## src/rtl/game_flow_ctrl_pkg.sv

```systemverilog
// Shared game constants: state encodings and parameter defaults for game_flow_ctrl.
// PAUSED exists only when GAME_FLOW_PAUSE_EN is defined.
package game_flow_ctrl_pkg;

  localparam int unsigned NUM_LANES_DEF      = 4;
  localparam int unsigned LIVES_INI_DEF      = 3;
  localparam int unsigned LEVEL_MAX_DEF      = 15;
  localparam int unsigned RESPAWN_CYCLES_DEF = 25_000_000;
  localparam int unsigned SCORE_MAX          = 99;

  typedef enum logic [2:0] {
    ST_IDLE      = 3'd0,
    ST_RUNNING   = 3'd1,
    ST_DYING     = 3'd2,
    ST_GAME_OVER = 3'd3
`ifdef GAME_FLOW_PAUSE_EN
    ,
    ST_PAUSED    = 3'd4
`endif
  } state_e;

  function automatic logic [6:0] score_inc(input logic [6:0] score);
    return (score < 7'(SCORE_MAX)) ? score + 7'd1 : score;
  endfunction

endpackage

```

## src/rtl/game_flow_timer.sv

```systemverilog
// Respawn dwell timer: load a start value, count down on request, flag zero.
module game_flow_timer #(
  parameter int unsigned WIDTH = 25
) (
  input  logic             clk_i,
  input  logic             rst_ni,
  input  logic             load_i,
  input  logic [WIDTH-1:0] load_val_i,
  input  logic             dec_i,
  output logic             done_o
);

  logic [WIDTH-1:0] cnt_q, cnt_d;

  always_comb begin
    cnt_d = cnt_q;
    if (load_i) begin
      cnt_d = load_val_i;
    end else if (dec_i && (cnt_q != '0)) begin
      cnt_d = cnt_q - 1'b1;
    end
  end

  always_ff @(posedge clk_i or negedge rst_ni) begin
    if (!rst_ni) begin
      cnt_q <= '0;
    end else begin
      cnt_q <= cnt_d;
    end
  end

  assign done_o = (cnt_q == '0);

endmodule

```

## src/rtl/game_flow_ctrl.sv

```systemverilog
// Game flow controller: start/lives/level/score sequencing for the frog game.
// Optional PAUSED state enabled by defining GAME_FLOW_PAUSE_EN.
module game_flow_ctrl
  import game_flow_ctrl_pkg::*;
#(
  parameter int unsigned NUM_LANES      = NUM_LANES_DEF,
  parameter int unsigned LIVES_INI      = LIVES_INI_DEF,
  parameter int unsigned LEVEL_MAX      = LEVEL_MAX_DEF,
  parameter int unsigned RESPAWN_CYCLES = RESPAWN_CYCLES_DEF
) (
  input  logic                 i_Clk,
  input  logic                 i_Rst_L,
  input  logic                 i_Start,
  input  logic [NUM_LANES-1:0] i_Hit,
  input  logic                 i_Goal,
  output logic [2:0]           o_State,
  output logic                 o_Game_Active,
  output logic                 o_Respawn,
  output logic [2:0]           o_Lives,
  output logic [3:0]           o_Level,
  output logic                 o_Level_Up,
  output logic [6:0]           o_Score
);

  localparam int unsigned TMR_W = (RESPAWN_CYCLES > 1) ? $clog2(RESPAWN_CYCLES) : 1;

  state_e     state_q, state_d;
  logic [2:0] lives_q, lives_d;
  logic [3:0] level_q, level_d;
  logic [6:0] score_q, score_d;
  logic       respawn_q, respawn_d;
  logic       level_up_q, level_up_d;
  logic       active_q, active_d;
  logic       start_prev_q;
  logic       start_edge;
  logic       any_hit;
  logic       tmr_load, tmr_dec, tmr_done;

  assign start_edge = i_Start & ~start_prev_q;
  assign any_hit    = |i_Hit;

  game_flow_timer #(
    .WIDTH (TMR_W)
  ) u_timer (
    .clk_i      (i_Clk),
    .rst_ni     (i_Rst_L),
    .load_i     (tmr_load),
    .load_val_i (TMR_W'(RESPAWN_CYCLES - 1)),
    .dec_i      (tmr_dec),
    .done_o     (tmr_done)
  );

  always_comb begin
    state_d    = state_q;
    lives_d    = lives_q;
    level_d    = level_q;
    score_d    = score_q;
    respawn_d  = 1'b0;
    level_up_d = 1'b0;
    tmr_load   = 1'b0;
    tmr_dec    = 1'b0;

    case (state_q)
      ST_IDLE, ST_GAME_OVER: begin
        if (state_q == ST_GAME_OVER) lives_d = '0;
        if (start_edge) begin
          state_d   = ST_RUNNING;
          lives_d   = 3'(LIVES_INI);
          level_d   = '0;
          score_d   = '0;
          respawn_d = 1'b1;
        end
      end
      ST_RUNNING: begin
        // Hit outranks goal; the goal of the same cycle is dropped.
        if (any_hit) begin
          if (lives_q <= 3'd1) begin
            state_d = ST_GAME_OVER;
            lives_d = '0;
          end else begin
            state_d  = ST_DYING;
            lives_d  = lives_q - 3'd1;
            tmr_load = 1'b1;
          end
        end else if (i_Goal) begin
          score_d   = score_inc(score_q);
          respawn_d = 1'b1;
          if (level_q < 4'(LEVEL_MAX)) begin
            level_d    = level_q + 4'd1;
            level_up_d = 1'b1;
          end
        end
`ifdef GAME_FLOW_PAUSE_EN
        else if (start_edge) begin
          state_d = ST_PAUSED;
        end
`endif
      end
      ST_DYING: begin
        if (tmr_done) begin
          state_d   = ST_RUNNING;
          respawn_d = 1'b1;
        end else begin
          tmr_dec = 1'b1;
        end
      end
`ifdef GAME_FLOW_PAUSE_EN
      ST_PAUSED: begin
        if (start_edge) state_d = ST_RUNNING;
      end
`endif
      default: state_d = ST_IDLE;
    endcase

    active_d = (state_d == ST_RUNNING);
  end

  always_ff @(posedge i_Clk or negedge i_Rst_L) begin
    if (!i_Rst_L) begin
      state_q      <= ST_IDLE;
      lives_q      <= '0;
      level_q      <= '0;
      score_q      <= '0;
      respawn_q    <= 1'b0;
      level_up_q   <= 1'b0;
      active_q     <= 1'b0;
      start_prev_q <= 1'b1;
    end else begin
      state_q      <= state_d;
      lives_q      <= lives_d;
      level_q      <= level_d;
      score_q      <= score_d;
      respawn_q    <= respawn_d;
      level_up_q   <= level_up_d;
      active_q     <= active_d;
      start_prev_q <= i_Start;
    end
  end

  assign o_State       = state_q;
  assign o_Game_Active = active_q;
  assign o_Respawn     = respawn_q;
  assign o_Lives       = lives_q;
  assign o_Level       = level_q;
  assign o_Level_Up    = level_up_q;
  assign o_Score       = score_q;

endmodule
```

## config.mk

```make
export PLATFORM = sky130hd
export DESIGN_NAME = game_flow_ctrl
export DESIGN_NICKNAME = d
export VERILOG_FILES = /design/src/rtl/game_flow_ctrl_pkg.sv /design/src/rtl/game_flow_timer.sv /design/src/rtl/game_flow_ctrl.sv
export SDC_FILE = /design/constraint.sdc
export NUM_CORES = 1
export LEC_CHECK = 0
export ABC_AREA = 1
export BUFFER_PORTS_ARGS = -buffer_cell sky130_fd_sc_hd__buf_2
export CAP_MARGIN = 20
export CELL_PAD_IN_SITES_DETAIL_PLACEMENT = 2
export CELL_PAD_IN_SITES_GLOBAL_PLACEMENT = 2
export CORE_ASPECT_RATIO = 2
export CORE_MARGIN = 4
export CORE_UTILIZATION = 30
export CTS_BUF_LIST = sky130_fd_sc_hd__clkbuf_16
export CTS_CLUSTER_DIAMETER = 50
export CTS_CLUSTER_SIZE = 12
export DETAILED_ROUTE_END_ITERATION = 10
export PLACE_DENSITY = 0.86
export SLEW_MARGIN = 20
export SYNTH_ARGS = -nofsm -noshare
export SYNTH_HDL_FRONTEND = slang
export SYNTH_HIERARCHICAL = 1
export SYNTH_SLANG_ARGS = --single-unit
```

## constraint.sdc

```tcl
create_clock -name i_Clk -period 1.82 [get_ports i_Clk]
set_input_delay 0.182 -clock i_Clk [delete_from_list [all_inputs] [get_ports i_Clk]]
set_output_delay 0.182 -clock i_Clk [all_outputs]
set_load 0.01 [all_outputs]
```

Word-level counts from Yosys, hierarchy flattened

Cells that the tools add are included.

Add/subtract/negate cells: 4
Multiplexer cells: 36
$mul: 0
Magnitude comparators: 3
Bitwise logic cells: 2
Equality and inequality tests: 11
Shifts and indexed selects: 0
Divide/modulo/power cells: 0
Reduce and logical (&&, ||, !) cells: 11

Operators by type and width:

| kind                  | number |
|---|---|
| $mux 25               | 2 |
| $mux 7                | 4 |
| $logic_not 25->1      | 1 |
| $reduce_bool 25->1    | 1 |
| $sub 25x1->25 const B | 1 |
| $mux 3                | 7 |
| $mux 4                | 4 |
| $mux 1                | 14 |
| $pmux 7 s2            | 1 |
| $ne 2x2->1 const B    | 6 |
| $reduce_and 5->1      | 2 |
| $pmux 3 s3            | 1 |
| $pmux 4 s2            | 1 |
| $add 7x1->7 const B   | 1 |
| $lt 7x7->1 const B    | 1 |
| $eq 3x1->1 const B    | 2 |
| $eq 3x2->1 const B    | 2 |
| $pmux 3 s2            | 1 |
| $add 4x1->4 const B   | 1 |
| $lt 4x4->1 const B    | 1 |
| $reduce_bool 2->1     | 2 |
| $reduce_or 4->1       | 1 |
| $le 3x1->1 const B    | 1 |
| $logic_not 3->1       | 1 |
| 8 further kinds       | 8 |

Output and inout port bits: 20
Bits in writable memories: 0
Bits in read-only memories: 0
Flip-flop bits (word level): 46
Memories: 0
Latch bits: 0
Input bits: 8

Logic depth before layout (Yosys ltp)

Gate-level depths: netlist of run 1.

Depth in word-level cells: 6
Mapped depth: 16

Cells and area by module

Netlist of run 1, hierarchy kept.

Modules (own cells, without submodules):

| module          | cells each | area an instance (sq um) | times used |
|---|---|---|---|
| game_flow_timer | 298        | 1935.6                   | 1 |
| game_flow_ctrl  | 169        | 1255.0                   | 1 |

Worst setup path before layout of run 1

Ideal clock, no wire load.

Kind: register -> register
From: register lives_q[1], in the netlist o_Lives[1]
To: register u_timer.cnt_q[5]
Data required time: 1703 ps
Slack: -224 ps
Cell stages (with the launch flop): 11
Clock period less this slack: 2044 ps
Data arrival time: 1927 ps
Library setup time: 117 ps
Path buffers: 2
Path through: dfrtp_1 > inv_1 > ha_1 > o21ai_0 > nand2_1 > nor2_1 > clkbuf_1 > buf_2 > o21ai_0 > nand2_1 > nand2_1

Word-level cells in the longest chain between the ends: 5
Elaborated cells between the ends (all ways): 6
Classes of those cells: order compare (1); mux (4); reduce/logical (1)

RTL lines:

| what                                         | RTL line              | RTL |
|---|---|---|
| from (decl)                                  | game_flow_ctrl.sv:28  | `logic [2:0] lives_q, lives_d;` |
| from (signal assigned)                       | game_flow_ctrl.sv:130 | `lives_q <= lives_d;` |
| $le 3x1->1 (*)                               | game_flow_ctrl.sv:77  | `if (lives_q <= 3'd1) begin` |
| $mux 1 (*)                                   | game_flow_ctrl.sv:77  |  |
| $mux 1 (*)                                   | game_flow_ctrl.sv:76  | `if (any_hit) begin` |
| $mux 1 (*)                                   | game_flow_ctrl.sv:63  | `case (state_q)` |
| via tmr_load                                 | game_flow_ctrl.sv:37  | `logic tmr_load, tmr_dec, tmr_done;` |
| $mux 25 or $reduce_bool 2->1 (tied branches) | n/a                   |  |
| to (signal assigned)                         | game_flow_timer.sv:28 | `cnt_q <= cnt_d;` |
| to (decl)                                    | game_flow_timer.sv:13 | `logic [WIDTH-1:0] cnt_q, cnt_d;` |

Mark *: on every way through the listed nets, which the timed path passes. The rest lies on a longest branch.
A chain may end at the register's enable or synchronous reset.

Worst setup path after layout of run 1

From: register u_timer.cnt_q[1]
To: register u_timer.cnt_q[5]

Word-level cells in the longest chain between the ends: 5
Elaborated cells between the ends (all ways): 9
Classes of those cells: add/sub (1); mux (4); reduce/logical (4)

RTL lines:

| what                               | RTL line              | RTL |
|---|---|---|
| $logic_not 25->1                   | game_flow_timer.sv:32 | `assign done_o = (cnt_q == '0);` |
| via tmr_done                       | game_flow_ctrl.sv:37  |  |
| $mux 1                             | game_flow_ctrl.sv:100 | `if (tmr_done) begin` |
| $mux 1                             | game_flow_ctrl.sv:63  |  |
| via tmr_dec                        | game_flow_ctrl.sv:37  |  |
| $logic_and 1x1->1                  | game_flow_timer.sv:19 | `end else if (dec_i && (cnt_q != '0)) begin` |
| $reduce_bool 2->1 (no source line) | n/a                   |  |

The timed path passes the listed nets, and every way through them passes these cells. The select of a mux whose other input is x is not followed.

==> impl_results.md, run 1 <==
* Hold Vio Cnt, Final at 0
* Via Count at between 4000 and 5000
* Clock tree buffer depth at 2
* DR DRC count at 0
* Clock Skew at between 6 and 7 ps
* Initial antenna violation count at 0
* Hold Startpoint: i_Goal
* Slew HR at around 66%
* Top Metal Used: met4
* Crit path time final at between 2000 and 2500 ps
* Die X at 80.92 um
* Met1 Wirelength at between 6000 and 7000 um
* Worst-Skew Late Latency at 320 ps
* 1st-pass router iterations at 4
* Most used cell, CP: inv_2
* Crit-path cells: inv_2 > ha_4 > inv_2 > nor2_4 > nand2_2 > nor2_4 > nand3_4 > inv_2 > inv_2 > nand4_1 > inv_2 > nand2_4 > buf_12 > nand2_8 > nand2_2 > nand2_2
* Leak Pwr at about 0.0024 uW
* Outcome: finished, violations left
* Largest cells by area after synthesis: dfrtp_1 (35%), nand2_1 (18%), nand3_1 (11%)
* Row count at 53
* Met2 routed WL at roughly 11000 um
* Area added between synthesis and finish at 47.06%
* CTS tree: yes
* CTS root buffer: clkbuf_16
* Clock-pin slew on the worst setup and hold paths at ~70 ps
* Total power at between 7000 and 8000 uW
* Final Max Slew Viols at 0
* CP peak stage delay at 430 ps
* Initial Util at 30.45%
* Final wirelength at ~19000 um
* Share of cells above drive strength 1 at 35.08%
* Worst vdd ir at 0.9703 mV
* Fin util at approximately 45%
* Drt via density at 5.486
* CTS sink cnt at 46
* Antenna fix cells at 0
* # port buffers at 27
* NumNets Final at 606
* Global-route wire length before repair at 25970 um
* Req. time, crit path at slightly above 2000 ps
* Post-route ant nets at 0
* Synth area leader: dfrtp_1
* Critical Path Source: u_timer/cnt_q[1]
* Setup violators final at 27
* Cell variety after synth at 33
* Crit Path Category: register to register
* Largest net degree at the start of global routing at 30
* Initial DRC Count at about 190
* Setup crit start kind: register
* Vias in the first global route at 4466
* Min setup slack post-route at -357.9 ps
* Period utilisation layout at 119.7%
* Worst-Margin Slew at between 500 and 600 ps
* Min-delay worst type: primary input to register
* RSZ-0062 raised after global routing: yes
* Worst Setup End Kind: register
* Cells after Synth at 467
* Synthesis Warnings at 6
* Die area at approximately 12000 um^2
* WL/cell at around 26 um
* Dpl ws at -157.0 ps
* Syn Area/Cell at 6.832 um^2
* Core area at about 10000 um^2
* Post-DP Area at just under 4000 um^2
* HPWL after detailed placement at ~11000 um
* GRT Residual Overflow at 0
* CTS buffer count at 5
* Final Wtd Congestion at 0.8787
* Top Ports at 28
* H-tree depth reported by CTS at 2
* Top cell type's share of synthesized area at a little over a third
* Failing checks: negative setup slack
* Overall routing resource usage at 29.07%
* Worst Path Arrival at approximately 2400 ps
* Sequential share of the synthesized area at about 36%
* Top achievable clock speed at approximately 460 MHz
* Met3 wire len at ~610 um
* Post-Syn Area at around 3200 um^2
* Reg2Reg Launch Point: u_timer/cnt_q[1]
* Setup TNS at -7449 ps
* Max Cap Violations at 0
* Power per Cell Area at about 1700 nW/um^2
* Critical Path Slowest Stage Cell: dfrtp_1
* Die height at 153.8 um
* #FFs+latches synth at 46
* Design area at around 4700 um^2
* CP max FO at 7
-- synthesized netlist by cell type --
cell type,number
buf_2,5
nand3b_1,3
a21oi_4,1
buf_12,1
nand2_4,1
buf_6,1
nand3_2,1
nand2_1,155
o211ai_1,1
buf_4,1
buf_8,1
conb_1,2
nand3_1,70
nor2_2,10
ha_1,6
inv_2,2
nand3_4,1
xnor2_1,7
o21bai_1,2
clkbuf_1,2
dfstp_2,1
xor2_1,7
and2_1,1
nand4_1,10
nor3_1,1
nor2_4,5
o21ai_1,5
nand2_2,8
a21oi_1,9
nor2_1,59
inv_1,34
dfrtp_1,45
o21ai_0,9
-- worst max-delay path, delay by kind of cell, from the launching register on --
kind | cells | cell delay (ps)
simple gates | 9 | 940
buf+inv | 6 | 520
flops | 1 | 430
fa+ha+maj | 1 | 150
-- final cells by class --
| type | count | area (um^2) |
|---|---|---|
| Timing Repair Buffer | 104 | 835.8 |
| Multi-Input combinational cell | 399 | 2206 |
| Clock buffer | 5 | 125.1 |
| Tap cell | 137 | 171.4 |
| Clock inverter | 3 | 63.81 |
| Inverter | 36 | 137.6 |
| Sequential cell | 46 | 1152 |
| Fill cell | 1271 | 5786 |
-- placed cells by master (no fill, tap or decap), types with 9 or more instances in the layout --
cell type  count
dfrtp_1       45
nand3_2       25
nand4_1       10
buf_2         27
nand2_1      134
inv_2         11
nand3_1       46
a21oi_1        9
nor2_4         9
conb_1        26
buf_4         65
nand2_2       25
inv_1         24
nor2_1        53
nor2_2        12
-- metal layers --
metal / global-route usage [%] / vias to the layer above
li1: - / 1715
met1: 27.04 / 2040
met2: 53.51 / 167
met3: 3.341 / 83
met4: 24.09 / 0
met5: 0 / -
-- power by group --
group | internal (uW) | total [uW] | switching, uW | leakage [uW]
clock | 786 | 1280 | 497 | 0.0000915
combinational | 1770 | 4870 | 3100 | 0.00174
sequential | 1320 | 1620 | 301 | 0.000605
total | 3880 | 7780 | 3900 | 0.00243
-- state kept, by name (all words and copies together) (netlist names) --
| name | count |
|---|---|
| o_Lives | 3 |
| o_Respawn | 1 |
| start_prev_q | 1 |
| o_State | 3 |
| o_Score | 7 |
| u_timer/cnt_q | 25 |
| o_Level_Up | 1 |
| o_Level | 4 |
| o_Game_Active | 1 |
-- stage by stage --
step / hold WS (ps) / cells
4_1_cts: 243.2 / 719
2_1_floorplan: -113.6 / 491
5_1_grt: 270.8 / 730
6_report: 283.8 / 730
3_3_place_gp: 177.0 / 702
3_5_place_dp: 176.0 / 702
-- path summary, 6_finish.rpt --
kind                                endpoint  slack (ps)  cells past startpoint
max in group asynchronous       start_prev_q         810                      3
min in group asynchronous  u_timer/cnt_q[10]         370                      2
setup / recovery            u_timer/cnt_q[5]        -360                     16
setup reg to reg            u_timer/cnt_q[5]        -360                     16
hold reg to reg                   o_Level[2]         590                      2
hold / removal                    o_Level_Up         280                      3
-- repair_timing --
action / in CTS / in global routing
buffers inserted: 9 / 10
hold buffers: 2 / 0
resized for setup: 55 / 36
pin swaps: 11 / 23
gates cloned: 2 / 1
setup endpoints to repair: 26 / 32
endpoints found under the hold margin: 18 / 0
-- kinds of logic after synthesis --
group | share of synthesized area, %
and+or+nand+nor | 45.69
buffers and inverters | 6.941
DFF | 36.12
AOI/OAI and AO/OA | 4.823
xor gates and xnor gates | 3.843
adders and majority gates | 2.353
other | 0.2354
(Power assumes the default switching activity.)
==> run 2, diff against run 1 <==
--- a/config.mk
+++ b/config.mk
@@ -17,7 +17,7 @@
 export CTS_CLUSTER_DIAMETER = 50
 export CTS_CLUSTER_SIZE = 12
 export DETAILED_ROUTE_END_ITERATION = 10
-export PLACE_DENSITY = 0.86
+export PLACE_DENSITY = 0.84
 export SLEW_MARGIN = 20
 export SYNTH_ARGS = -nofsm -noshare
 export SYNTH_HDL_FRONTEND = slang
==> impl_results.md, run 2 (synthesis gave the netlist of run 1 again) <==
* WL/cell at 22.54 um (was 26.39 um)
* Antenna fix cells at 0 (unchanged)
* H-tree depth reported by CTS at 2 (unchanged)
* DR DRC count at 0 (unchanged)
* Setup violators final at 26 (was 27)
* Crit Path Category: register to register (unchanged)
* Post-route ant nets at 0 (unchanged)
* Setup crit start kind: register (unchanged)
* Worst vdd ir at 0.5770 mV (was 0.9703 mV)
* Vias in the first global route at 4324 (was 4466)
* Top Ports at 28 (unchanged)
* Req. time, crit path at 2030 ps (was 2020 ps)
* HPWL after detailed placement at 9831 um (was 10630 um)
* # port buffers at 27 (unchanged)
* Total power at 7314 uW (was 7779 uW)
* Share of cells above drive strength 1 at 34.38% (was 35.08%)
* Die height at 153.8 um (unchanged)
* CTS tree: yes (unchanged)
* Hold Vio Cnt, Final at 0 (unchanged)
* Worst Setup End Kind: register (unchanged)
* Global-route wire length before repair at 23910 um (was 25970 um)
* Reg2Reg Launch Point: u_timer/cnt_q[0] (was u_timer/cnt_q[1])
* Drt via density at 5.195 (was 5.486)
* GRT Residual Overflow at 0 (unchanged)
* Final Wtd Congestion at 0.8234 (was 0.8787)
* Final Max Slew Viols at 0 (unchanged)
* Worst Setup EP: u_timer/cnt_q[0] (was u_timer/cnt_q[5])
* Initial Util at 30.45% (unchanged)
* Area added between synthesis and finish at 44.75% (was 47.06%)
* Clock Skew at 10.45 ps (was 6.813 ps)
* FF-to-FF path depth at 15 (was 16)
* CTS root buffer: clkbuf_16 (unchanged)
* Max Cap Violations at 0 (unchanged)
* Setup TNS at -7547 ps (was -7449 ps)
* Layout fillers at 1243 (was 1271)
* Largest net degree at the start of global routing at 26 (was 30)
* Overall routing resource usage at 25.91% (was 29.07%)
* Power per Cell Area at 1584 nW/um^2 (was 1658 nW/um^2)
* Largest reg by FF count: u_timer/cnt_q (unchanged)
* Max reg flops at 25 (unchanged)
* 1st-pass router iterations at 4 (unchanged)
* Crit path time final at 2178 ps (about the same)
* Via Count at 3704 (was 4005)
* R2R Path End: u_timer/cnt_q[0] (was u_timer/cnt_q[5])
* CTS buffer count at 5 (unchanged)
* RSZ-0062 raised after global routing: yes (unchanged)
* Critical Path Source: u_timer/cnt_q[0] (was u_timer/cnt_q[1])
* Min setup slack post-route at -358.0 ps (was -357.9 ps)
* CTS sink cnt at 46 (unchanged)
* Most frequent cells in the layout: nand2_1 (128), nor2_1 (53), buf_4 (48), dfrtp_1 (45), nand3_1 (43) (was nand2_1 (134), buf_4 (65), nor2_1 (53), nand3_1 (46), dfrtp_1 (45))
* Leak Pwr at 0.002422 uW (was 0.002431 uW)
* Die area at 12450 um^2 (unchanged)
* Die X at 80.92 um (unchanged)
* Clock-pin slew on the worst setup and hold paths at 80 ps (was 70 ps)
* Initial DRC Count at 141 (was 194)
* Final wirelength at 16070 um (was 19270 um)
* Outcome: finished, violations left (unchanged)
* Core area at 10480 um^2 (unchanged)
* Failing checks: negative setup slack (unchanged)
* Row count at 53 (unchanged)
* CP max FO at 6 (was 7)
* NumNets Final at 589 (was 606)
* Worst-Skew Late Latency at 310 ps (was 320 ps)
* Period utilisation layout at 119.7% (about the same)
* Clock tree buffer depth at 2 (unchanged)
* R2R setup slack at -360 ps (about the same)
* Top achievable clock speed at 459.1 MHz (was 459.2 MHz)
* Min-delay worst type: primary input to register (unchanged)
* Commonest non-fill, non-tap cell in the layout: nand2_1 (unchanged)
* Initial antenna violation count at 0 (unchanged)
* Worst Path Arrival at 2390 ps (was 2380 ps)
[run 2: final cells by class]
cell class,instances,area (um^2),share of cell area [%]
flip-flops and latches,46,1152,24.95
multi-input cells,399,2281,49.39
clock inverters,3,47.55,1.030
repair buffers,87,700.7,15.17
well taps,137,171.4,3.712
clock buffers,5,125.1,2.709
inverters,36,140.1,3.034
[run 2: worst min-delay path by stage]
stage,start,end,depth (start not counted)
after floorplan,i_Rst_L,o_Game_Active,0
after global placement,i_Rst_L,u_timer/cnt_q[13],1
after detailed placement,i_Rst_L,u_timer/cnt_q[13],1
after CTS,i_Goal,o_Level_Up,3
after global routing,i_Goal,o_Level_Up,3
final,i_Goal,o_Level_Up,3
[run 2: what timing repair did]
item,in CTS,in global routing
buffers inserted,24,4
setup endpoints to repair,28,38
resized for setup,69,38
hold buffers,2,0
gates cloned,2,0
pin swaps,28,15
hold endpoints to repair,15,0
[run 2: through the flow]
| step | worst slack [ps] | cell area [um^2] | cells | hold slack [ps] | utilization [%] |
|---|---|---|---|---|---|
| 2_1_floorplan | 3.583 | 3284 | 491 | -113.6 | - |
| 3_3_place_gp | 5.811 | 3916 | 694 | 155.5 | 37.38 |
| 3_5_place_dp | -150.4 | 3916 | 694 | 159.2 | 37.38 |
| 4_1_cts | -199.9 | 4452 | 710 | 179.4 | 42.49 |
| 5_1_grt | -424.2 | 4618 | 713 | 197.9 | 44.08 |
| 6_report | -358.0 | 4618 | 713 | 185.5 | 44.08 |
[run 2: power breakdown]
group / switching (uW) / internal (uW) / total (uW)
logic: 2940 / 1620 / 4560
clock network: 474 / 660 / 1130
registers: 296 / 1320 / 1620
[run 2: per-layer routing]
metal	GRT usage, %	routed length [um]
met2	50.29	9181
met4	16.84	1257
met3	3.751	501
met1	23.29	5130
met5	0	0
[run 2: critical path, stage by stage (launching register included)]
cell and delay [ps]:
dfrtp_1 440, inv_2 120, ha_4 170, inv_4 40
nor2_4 90, nand2_2 80, nor2_4 120, nand3_4 100
inv_2 70, inv_2 40, nand4_1 130, inv_2 80
nand2_4 100, buf_12 150, nand2_4 100, o21ai_2 240
